===== config.mk =====
export PLATFORM = sky130hd
export DESIGN_NAME = share_recombiner
export DESIGN_NICKNAME = d
export VERILOG_FILES = /design/src/rtl/share_recombiner.sv
export SDC_FILE = /design/constraint.sdc
export NUM_CORES = 1
export LEC_CHECK = 0
export CAP_MARGIN = 20
export CORE_MARGIN = 2
export CORE_UTILIZATION = 40
export DETAILED_ROUTE_END_ITERATION = 12
export PLACE_DENSITY_LB_ADDON = 0.12
export SETUP_SLACK_MARGIN = 0.1
export SYNTH_ARGS = -nofsm -noshare
export SYNTH_HDL_FRONTEND = slang
export SYNTH_SLANG_ARGS = --single-unit

===== constraint.sdc =====
create_clock -name C -period 1.9 [get_ports C]
set_clock_uncertainty 0.2 [all_clocks]
set_input_delay 0.19 -clock C [delete_from_list [all_inputs] [get_ports C]]
set_output_delay 0.19 -clock C [all_outputs]
set_load 0.01 [all_outputs]

===== src/rtl/share_recombiner.sv =====
// share_recombiner
//
// Collects a frame of SHARES Boolean (XOR) shares arriving one word at a time
// and emits the recombined value, the XOR of every share in the frame.
// A frame must be exactly SHARES shares long, with S_LAST on the final share
// only. A frame that ends early, or one that runs to SHARES shares without
// S_LAST, is dropped and reported by a one-cycle ERR pulse.
//
// Ports
//   C        input          clock, all state updates on the rising edge
//   R        input          synchronous active-high reset
//   S_VALID  input          share word present on S_DATA
//   S_DATA   input  WIDTH   one XOR share
//   S_LAST   input          marks the final share of a frame
//   S_READY  output         share accepted when S_VALID & S_READY
//   Q_VALID  output         recombined value present on Q_DATA
//   Q_DATA   output WIDTH   XOR of all shares of one frame
//   Q_READY  input          downstream takes Q_DATA when Q_VALID & Q_READY
//   ERR      output         one-cycle pulse on a frame-length violation

module share_recombiner #(
  parameter int WIDTH  = 8,
  parameter int SHARES = 3
) (
  input  logic             C,
  input  logic             R,
  input  logic             S_VALID,
  input  logic [WIDTH-1:0] S_DATA,
  input  logic             S_LAST,
  output logic             S_READY,
  output logic             Q_VALID,
  output logic [WIDTH-1:0] Q_DATA,
  input  logic             Q_READY,
  output logic             ERR
);

  // SHARES is 2..8, so the counter needs 1..3 bits.
  localparam int CNT_W = $clog2(SHARES);
  localparam logic [CNT_W-1:0] LAST_IDX = CNT_W'(SHARES - 1);

  typedef enum logic [1:0] {
    IDLE,
    ACC,
    HOLD
  } state_t;

  state_t           state, state_nxt;
  logic [CNT_W-1:0] cnt, cnt_nxt;
  logic [WIDTH-1:0] accu, accu_nxt;
  logic [WIDTH-1:0] q_data, q_data_nxt;
  logic             q_valid, q_valid_nxt;
  logic             err, err_nxt;
  logic             accept;

  // Ready is decoded from state only (plus reset, so nothing is taken while
  // the block is being cleared); it never looks at S_VALID or Q_READY.
  assign S_READY = !R && (state != HOLD);
  assign accept  = S_VALID && S_READY;

  assign Q_VALID = q_valid;
  assign Q_DATA  = q_data;
  assign ERR     = err;

  // Next-state and datapath decode. The share being accepted has index 0 in
  // IDLE and index cnt in ACC; both length violations reset the frame.
  always_comb begin
    state_nxt   = state;
    cnt_nxt     = cnt;
    accu_nxt    = accu;
    q_data_nxt  = q_data;
    q_valid_nxt = q_valid;
    err_nxt     = 1'b0;

    case (state)
      IDLE: begin
        if (accept) begin
          if (S_LAST) begin
            // Index 0 can never be the last share since SHARES >= 2.
            err_nxt  = 1'b1;
            cnt_nxt  = '0;
            accu_nxt = '0;
          end else begin
            accu_nxt  = S_DATA;
            cnt_nxt   = CNT_W'(1);
            state_nxt = ACC;
          end
        end
      end

      ACC: begin
        if (accept) begin
          if ((cnt == LAST_IDX) && S_LAST) begin
            q_data_nxt  = accu ^ S_DATA;
            q_valid_nxt = 1'b1;
            cnt_nxt     = '0;
            state_nxt   = HOLD;
          end else if ((cnt == LAST_IDX) || S_LAST) begin
            err_nxt   = 1'b1;
            cnt_nxt   = '0;
            accu_nxt  = '0;
            state_nxt = IDLE;
          end else begin
            accu_nxt = accu ^ S_DATA;
            cnt_nxt  = cnt + CNT_W'(1);
          end
        end
      end

      HOLD: begin
        if (q_valid && Q_READY) begin
          q_valid_nxt = 1'b0;
          state_nxt   = IDLE;
        end
      end

      default: begin
        state_nxt = IDLE;
      end
    endcase
  end

  // State and datapath registers; reset wins over every handshake and
  // silently discards any partial frame or pending result.
  always_ff @(posedge C) begin
    if (R) begin
      state   <= IDLE;
      cnt     <= '0;
      accu    <= '0;
      q_data  <= '0;
      q_valid <= 1'b0;
      err     <= 1'b0;
    end else begin
      state   <= state_nxt;
      cnt     <= cnt_nxt;
      accu    <= accu_nxt;
      q_data  <= q_data_nxt;
      q_valid <= q_valid_nxt;
      err     <= err_nxt;
    end
  end

endmodule

==> metrics.txt, run 1 <==
# TYPE chip_impl_metric gauge
chip_impl_info{name="outcome",value="complete, no violations"} 1
chip_impl_metric{name="die_width",unit="um"} 57.1
chip_impl_info{name="clk_root_buffer_cell",value="sky130_fd_sc_hd__clkbuf_4"} 1
chip_impl_metric{name="drive_above_1_share",unit=""} 0.229
chip_impl_metric{name="row_count",unit=""} 19
chip_impl_info{name="hold_path_class",value="in2reg"} 1
chip_impl_metric{name="gp_congestion",unit=""} 0.725
chip_impl_metric{name="crit_required",unit="ns"} 1.95
chip_impl_metric{name="via_count_of_the_first_global_routing_pass",unit=""} 1010
chip_impl_metric{name="final_cell_count_no_fill",unit=""} 188
chip_impl_metric{name="cts_buffer_depth",unit=""} 2
chip_impl_metric{name="boundaryPins",unit=""} 24
chip_impl_metric{name="postSynth.asyncResetShare",unit=""} 0
chip_impl_metric{name="postSynthRegisterBits",unit=""} 22
chip_impl_metric{name="final_min_period_over_clock_period",unit=""} 0.915
chip_impl_metric{name="maximum_number_of_pins_on_one_net_before_global_route_repair",unit=""} 20
chip_impl_metric{name="clk_latency",unit="ns"} 0.31
chip_impl_metric{name="final_core_utilization",unit=""} 0.580
chip_impl_metric{name="cts.hold.buffers_added",unit=""} 0
chip_impl_metric{name="track_usage",unit=""} 0.176
chip_impl_metric{name="die_y_extent",unit="um"} 57.1
chip_impl_metric{name="worst_slew_margin_rel",unit=""} 0.844
chip_impl_metric{name="power.leakage",unit="nW"} 0.552
chip_impl_metric{name="clock_period_minus_worst_slack",unit="ns"} 1.74
chip_impl_metric{name="yosysWarningCount",unit=""} 0
chip_impl_metric{name="final.setup.worst_slack",unit="ns"} 0.162
chip_impl_metric{name="synth.net_count",unit=""} 136
chip_impl_metric{name="grt_overflow",unit=""} 0
chip_impl_metric{name="detailedRoute.firstPassIterationCount",unit=""} 4
chip_impl_metric{name="setup_viol_count_final",unit=""} 0
chip_impl_metric{name="crit_arrival",unit="ns"} 1.79
chip_impl_metric{name="timing_max_transition_violations_final",unit=""} 0
chip_impl_metric{name="grt_pass1_wl",unit="um"} 4510
chip_impl_metric{name="final_net_count",unit=""} 174
chip_impl_info{name="synth.top_cells.by_area",value="sky130_fd_sc_hd__dfxtp_1 (39%), sky130_fd_sc_hd__a32o_1 (7.1%), sky130_fd_sc_hd__a311oi_1 (7.0%)"} 1
chip_impl_metric{name="synth_enable_flop_cells",unit=""} 0
chip_impl_metric{name="clk_pin_slew",unit="ns"} 0.13
chip_impl_metric{name="dr_total_vias",unit=""} 1060
chip_impl_metric{name="clock_sink_count",unit=""} 22
chip_impl_metric{name="yosysTopAreaCellShare",unit=""} 0.390
chip_impl_metric{name="timing_worst_slew_pin_value",unit="ns"} 0.234
chip_impl_metric{name="dpl.cell_count",unit=""} 182
chip_impl_metric{name="max-cap-violations",unit=""} 0
chip_impl_metric{name="synth.distinct_cells",unit=""} 28
chip_impl_metric{name="synth_area_per_cell",unit="um^2"} 9.42
chip_impl_info{name="critPathLaunchType",value="flip-flop"} 1
chip_impl_info{name="yosys_most_used_dff",value="sky130_fd_sc_hd__dfxtp_1"} 1
chip_impl_metric{name="fp.dieArea",unit="um^2"} 3270
chip_impl_metric{name="power.density_cell_area",unit="nW/um^2"} 588
chip_impl_info{name="critPathKind",value="reg2reg"} 1
chip_impl_metric{name="avgViaCountPerCell",unit=""} 5.64
chip_impl_metric{name="drt_iter0_drc",unit=""} 28
chip_impl_metric{name="finalWirelength",unit="um"} 2770
chip_impl_metric{name="antennaDiodeCount",unit=""} 0
chip_impl_metric{name="worstPathMaxFanout",unit=""} 3
chip_impl_metric{name="cts_buffers",unit=""} 3
chip_impl_metric{name="core_area",unit="um^2"} 2710
chip_impl_metric{name="irDropWorstVdd",unit="uV"} 327
chip_impl_info{name="rsz0062_at_grt",value="true"} 1
chip_impl_metric{name="setup.reg_to_reg.worst_slack",unit="ns"} 0.16
chip_impl_metric{name="wl_per_cell",unit="um"} 14.7
chip_impl_info{name="cts_tree",value="built"} 1
chip_impl_metric{name="number_of_h_tree_levels",unit=""} 1
chip_impl_metric{name="area.growth.synth_to_final",unit="%"} 39.1
chip_impl_metric{name="antenna_found_initial",unit=""} 0
chip_impl_info{name="critical_path.endpoint_type",value="flip-flop"} 1
chip_impl_metric{name="yosysSeqAreaShare",unit=""} 0.390
chip_impl_metric{name="detailed_place_hpwl",unit="um"} 2050
chip_impl_metric{name="total_standard_cell_area_after_synthesis",unit="um^2"} 1130
chip_impl_metric{name="initial_core_util",unit=""} 0.417
chip_impl_metric{name="timing.final.hold_violations",unit=""} 0
chip_impl_metric{name="syn-instance-count",unit=""} 120
chip_impl_metric{name="io_buffers",unit=""} 23
chip_impl_metric{name="number_of_nets_still_failing_antenna_checks_after_routing",unit=""} 0
chip_impl_metric{name="preCtsSetupSlack",unit="ns"} -0.0785
chip_impl_metric{name="post-route-drc-count",unit=""} 0
chip_impl_metric{name="clock.fmax",unit="MHz"} 575
chip_impl_info{name="yosysTopAreaCell",value="sky130_fd_sc_hd__dfxtp_1"} 1
[per-stage QoR]
step | hold WS (ns) | total power, mW | cell area, um^2 | TNS, ns
2_1_floorplan | 0.106 | 0.585 | 1150 | 0
3_3_place_gp | 0.287 | 0.659 | 1510 | -0.0746
3_5_place_dp | 0.300 | 0.664 | 1510 | -0.825
4_1_cts | 0.276 | 0.925 | 1540 | 0
5_1_grt | 0.275 | 0.977 | 1570 | 0
6_report | 0.279 | 0.925 | 1570 | 0
[registers in the layout, summed over array words and instances (netlist names)]
name     flops
cnt          2
ERR          1
Q_DATA       8
accu         8
state        2
Q_VALID      1
[area by class of cell]
| type | count | area (um^2) |
|---|---|---|
| fillers | 264 | 1140 |
| multi-input cells | 84 | 657 |
| flip-flops and latches | 22 | 445 |
| repair buffers | 43 | 379 |
| well taps | 31 | 38.8 |
| clock buffers | 4 | 36.3 |
| inverters | 4 | 15.0 |
[cell families (layout without fill, tap and decap cells)]
| family | after synthesis | in the layout | share of synthesized area |
|---|---|---|---|
| adder cells (fa/ha/maj) | 3 | 3 | 0.0332 |
| flip-flops | 22 | 22 | 0.390 |
| multiplexers | 1 | 1 | 0.00886 |
| buffers and inverters | 14 | 51 | 0.0531 |
| AO/OA/AOI/OAI | 48 | 48 | 0.317 |
| AND/OR/NAND/NOR | 24 | 24 | 0.136 |
| XOR/XNOR | 8 | 8 | 0.0620 |
[synthesized netlist by cell type, types with 3 or more instances]
master                      n
sky130_fd_sc_hd__nor2_1     3
sky130_fd_sc_hd__dfxtp_1   22
sky130_fd_sc_hd__a311oi_1   9
sky130_fd_sc_hd__a21oi_1   11
sky130_fd_sc_hd__clkbuf_1   6
sky130_fd_sc_hd__xnor2_1    8
sky130_fd_sc_hd__buf_2      3
sky130_fd_sc_hd__inv_1      4
sky130_fd_sc_hd__nor2b_1   10
sky130_fd_sc_hd__nand2_1    3
sky130_fd_sc_hd__a32o_1     8
sky130_fd_sc_hd__o22ai_1    8
sky130_fd_sc_hd__ha_1       3
sky130_fd_sc_hd__o211ai_1   8
[critical path: stages (launching register included)]
cell and delay [ns]:
sky130_fd_sc_hd__dfxtp_2 0.35, sky130_fd_sc_hd__inv_2 0.05, sky130_fd_sc_hd__ha_4 0.15, sky130_fd_sc_hd__inv_2 0.06, sky130_fd_sc_hd__ha_4 0.12, sky130_fd_sc_hd__nand3b_1 0.12
sky130_fd_sc_hd__or4_1 0.49, sky130_fd_sc_hd__a21oi_1 0.15
[path summary, 6_finish.rpt]
| path | from | to | depth (start not counted) |
|---|---|---|---|
| max | cnt[0]$_SDFFE_PP0P_ | cnt[1]$_SDFFE_PP0P_ | 7 |
| max reg2reg | cnt[0]$_SDFFE_PP0P_ | cnt[1]$_SDFFE_PP0P_ | 7 |
| min | Q_READY | Q_VALID$_SDFFE_PP0P_ | 2 |
| min reg2reg | cnt[1]$_SDFFE_PP0P_ | cnt[1]$_SDFFE_PP0P_ | 2 |
[power by group]
group,switching (mW),internal (mW),total [mW]
sequential,0.0125,0.476,0.488
clock,0.150,0.117,0.267
combinational,0.0773,0.0925,0.170
total,0.240,0.685,0.925
[layer usage]
layer	vias up	GRT usage	wire length, um
met5	-	0	0
met4	0	0.0698	16
met1	496	0.229	1350
met3	2	0.0295	101
met2	20	0.292	1300
li1	542	-	-
[what timing repair did]
item / in CTS / in global routing
setup buffers: 0 / 2
setup endpoints to repair: 1 / 16
gates resized for setup: 3 / 3
pin swaps: 0 / 3
[cell usage in the layout, fill, tap and decap left out, drive strengths merged, types with 3 or more instances in the layout]
master and instances:
clkdlybuf4s50 22, dfxtp 22, buf 20, a21oi 12, nor2b 10, a311oi 9
o22ai 8, o211ai 8, a32o 8, xnor2 8, clkbuf 4, inv 4
nor2 3, nand2 3, ha 3
(Power assumes the default switching activity.)
==> inputs of run 2 (changes only) <==
MAX_ROUTING_LAYER = met4   (was default)
==> metrics.txt, run 2 (synthesized netlist as in run 1, its figures left out) <==
# TYPE chip_impl_metric gauge
chip_impl_metric{name="grt_overflow",unit=""} 0
chip_impl_info{name="critical_path.endpoint_type",value="flip-flop"} 1
chip_impl_info{name="rsz0062_at_grt",value="true"} 1
chip_impl_metric{name="timing.final.hold_violations",unit=""} 0
chip_impl_metric{name="clock_sink_count",unit=""} 22
chip_impl_metric{name="via_count_of_the_first_global_routing_pass",unit=""} 1007
chip_impl_metric{name="critical_path.n_buffers_inverters",unit=""} 2
chip_impl_metric{name="dr_total_vias",unit=""} 1071
chip_impl_metric{name="initial_core_util",unit=""} 0.417
chip_impl_metric{name="timing.critical_path.slowest_cell_delay",unit="ns"} 0.49
chip_impl_info{name="critPathLaunchType",value="flip-flop"} 1
chip_impl_metric{name="io_buffers",unit=""} 23
chip_impl_metric{name="maximum_number_of_pins_on_one_net_before_global_route_repair",unit=""} 20
chip_impl_metric{name="timing_worst_slew_pin_value",unit="ns"} 0.233
chip_impl_info{name="worst_r2r_startpoint",value="cnt[0]$_SDFFE_PP0P_"} 1
chip_impl_metric{name="cts_buffers",unit=""} 3
chip_impl_metric{name="setup_viol_count_final",unit=""} 0
chip_impl_metric{name="detailed_place_hpwl",unit="um"} 2050
chip_impl_metric{name="final_min_period_over_clock_period",unit=""} 0.913
chip_impl_metric{name="fp.dieArea",unit="um^2"} 3270
chip_impl_metric{name="avgViaCountPerCell",unit=""} 5.70
chip_impl_info{name="layout.cells.most_common",value="sky130_fd_sc_hd__clkdlybuf4s50_1"} 1
chip_impl_info{name="whs_endpoint",value="Q_VALID$_SDFFE_PP0P_"} 1
chip_impl_metric{name="power.leakage",unit="nW"} 0.552
chip_impl_info{name="hold_path.startpoint",value="Q_READY"} 1
chip_impl_metric{name="gp_congestion",unit=""} 0.734
chip_impl_metric{name="min_path_cells",unit=""} 2
chip_impl_metric{name="power.density_cell_area",unit="nW/um^2"} 584
chip_impl_metric{name="clk_pin_slew",unit="ns"} 0.13
chip_impl_metric{name="wl_per_cell",unit="um"} 14.6
chip_impl_info{name="cts_tree",value="built"} 1
chip_impl_info{name="crit_path_cell_trace",value="inv_2, ha_4, inv_2, ha_4, nand3b_1, or4_1, a21oi_1"} 1
chip_impl_metric{name="hold_slack",unit="ns"} 0.283
chip_impl_metric{name="max-cap-violations",unit=""} 0
chip_impl_metric{name="drive_above_1_share",unit=""} 0.229
chip_impl_metric{name="final.setup.tns",unit="ns"} 0
chip_impl_info{name="critPathKind",value="reg2reg"} 1
chip_impl_info{name="critical-path-slowest-cell",value="sky130_fd_sc_hd__or4_1"} 1
chip_impl_info{name="clk_root_buffer_cell",value="sky130_fd_sc_hd__clkbuf_4"} 1
chip_impl_metric{name="setup.reg_to_reg.worst_slack",unit="ns"} 0.16
chip_impl_metric{name="crit_required",unit="ns"} 1.94
chip_impl_metric{name="boundaryPins",unit=""} 24
chip_impl_metric{name="finalWirelength",unit="um"} 2750
chip_impl_metric{name="row_count",unit=""} 19
chip_impl_metric{name="worst_slew_margin_rel",unit=""} 0.844
chip_impl_metric{name="number_of_nets_still_failing_antenna_checks_after_routing",unit=""} 0
chip_impl_metric{name="final_core_utilization",unit=""} 0.580
chip_impl_metric{name="clk_latency",unit="ns"} 0.30
chip_impl_metric{name="antennaDiodeCount",unit=""} 0
chip_impl_metric{name="worstPathMaxFanout",unit=""} 3
chip_impl_metric{name="r2r_cells",unit=""} 7
chip_impl_metric{name="grt_pass1_wl",unit="um"} 4530
chip_impl_metric{name="final_net_count",unit=""} 174
chip_impl_metric{name="die_y_extent",unit="um"} 57.1
chip_impl_metric{name="cts_buffer_depth",unit=""} 2
chip_impl_metric{name="crit_arrival",unit="ns"} 1.78
chip_impl_metric{name="irDropWorstVdd",unit="uV"} 325
chip_impl_info{name="most-common-layout-cells",value="sky130_fd_sc_hd__clkdlybuf4s50_1 (22), sky130_fd_sc_hd__buf_4 (20), sky130_fd_sc_hd__dfxtp_1 (18)"} 1
chip_impl_metric{name="timing_max_transition_violations_final",unit=""} 0
chip_impl_metric{name="detailedRoute.firstPassIterationCount",unit=""} 4
chip_impl_metric{name="antenna_found_initial",unit=""} 0
chip_impl_metric{name="die_width",unit="um"} 57.1
chip_impl_info{name="cpLargestDelayFamily",value="simple AND/OR/NAND/NOR gates"} 1
chip_impl_metric{name="preCtsSetupSlack",unit="ns"} -0.0785
chip_impl_metric{name="post-route-drc-count",unit=""} 0
chip_impl_metric{name="layout.cell_area.non_filler",unit="um^2"} 1570
chip_impl_info{name="outcome",value="complete, no violations"} 1
chip_impl_info{name="worstReg2RegEnd",value="cnt[1]$_SDFFE_PP0P_"} 1
chip_impl_metric{name="area.growth.synth_to_final",unit="%"} 39.1
chip_impl_info{name="hold_path_class",value="in2reg"} 1
chip_impl_metric{name="clock_period_minus_worst_slack",unit="ns"} 1.74
chip_impl_metric{name="number_of_h_tree_levels",unit=""} 1
chip_impl_metric{name="core_area",unit="um^2"} 2710
chip_impl_metric{name="post_dp_cell_area",unit="um^2"} 1510
chip_impl_metric{name="drt_iter0_drc",unit=""} 27
chip_impl_metric{name="track_usage",unit=""} 0.183
chip_impl_metric{name="clock.fmax",unit="MHz"} 576
chip_impl_metric{name="final.setup.worst_slack",unit="ns"} 0.164
==> run 2: final cells by class <==
type,instances,area (um^2)
Inverter,4,15.0
Sequential cell,22,445
Timing Repair Buffer,43,379
Fill cell,264,1140
Tap cell,31,38.8
Clock buffer,4,36.3
Multi-Input combinational cell,84,657
==> run 2: worst max path at each step <==
stage | startpoint | to | slack, ns | cells past startpoint
floorplan | S_LAST | accu[4]$_SDFFE_PP0P_ | 0.10 | 7
detailed placement | S_LAST | accu[5]$_SDFFE_PP0P_ | -0.08 | 7
finish | cnt[0]$_SDFFE_PP0P_ | cnt[1]$_SDFFE_PP0P_ | 0.16 | 7
global route | cnt[0]$_SDFFE_PP0P_ | Q_DATA[1]$_SDFFE_PP0P_ | 0.07 | 7
CTS | cnt[0]$_SDFFE_PP0P_ | cnt[1]$_SDFFE_PP0P_ | 0.11 | 7
global placement | S_LAST | cnt[1]$_SDFFE_PP0P_ | -0.03 | 6
==> run 2: timing repair <==
| action | 4_1_cts | 5_1_grt |
|---|---|---|
| pin swaps | 0 | 3 |
| setup buffers | 0 | 2 |
| gates resized for setup | 3 | 3 |
| hold buffers | 0 | 0 |
| endpoints found under the setup margin | 1 | 16 |
==> run 2: layer usage <==
layer	GRT usage	vias to the layer above	part of all wire
li1	-	542	-
met1	0.231	500	0.48
met2	0.292	27	0.47
met3	0.0340	2	0.041
met4	0.0698	0	0.0062
met5	-	-	0
==> run 2: metrics by stage <==
| step | std cells | total power [mW] |
|---|---|---|
| detailed placement | 182 | 0.664 |
| global route | 188 | 0.980 |
| global placement | 182 | 0.659 |
| CTS | 186 | 0.925 |
| finish | 188 | 0.917 |
| floorplan | 120 | 0.585 |
==> run 2: worst reg2reg max path: stages (launching register included) <==
cell and delay (ns):
sky130_fd_sc_hd__dfxtp_2 0.35, sky130_fd_sc_hd__inv_2 0.05, sky130_fd_sc_hd__ha_4 0.15, sky130_fd_sc_hd__inv_2 0.06, sky130_fd_sc_hd__ha_4 0.12, sky130_fd_sc_hd__nand3b_1 0.12
sky130_fd_sc_hd__or4_1 0.49, sky130_fd_sc_hd__a21oi_1 0.14
==> run 2: power breakdown <==
group          leakage [nW]  switching, mW  internal, mW
sequential            0.180         0.0125         0.476
combinational         0.351         0.0773        0.0925
clock                0.0210          0.142         0.117
total                 0.552          0.232         0.685
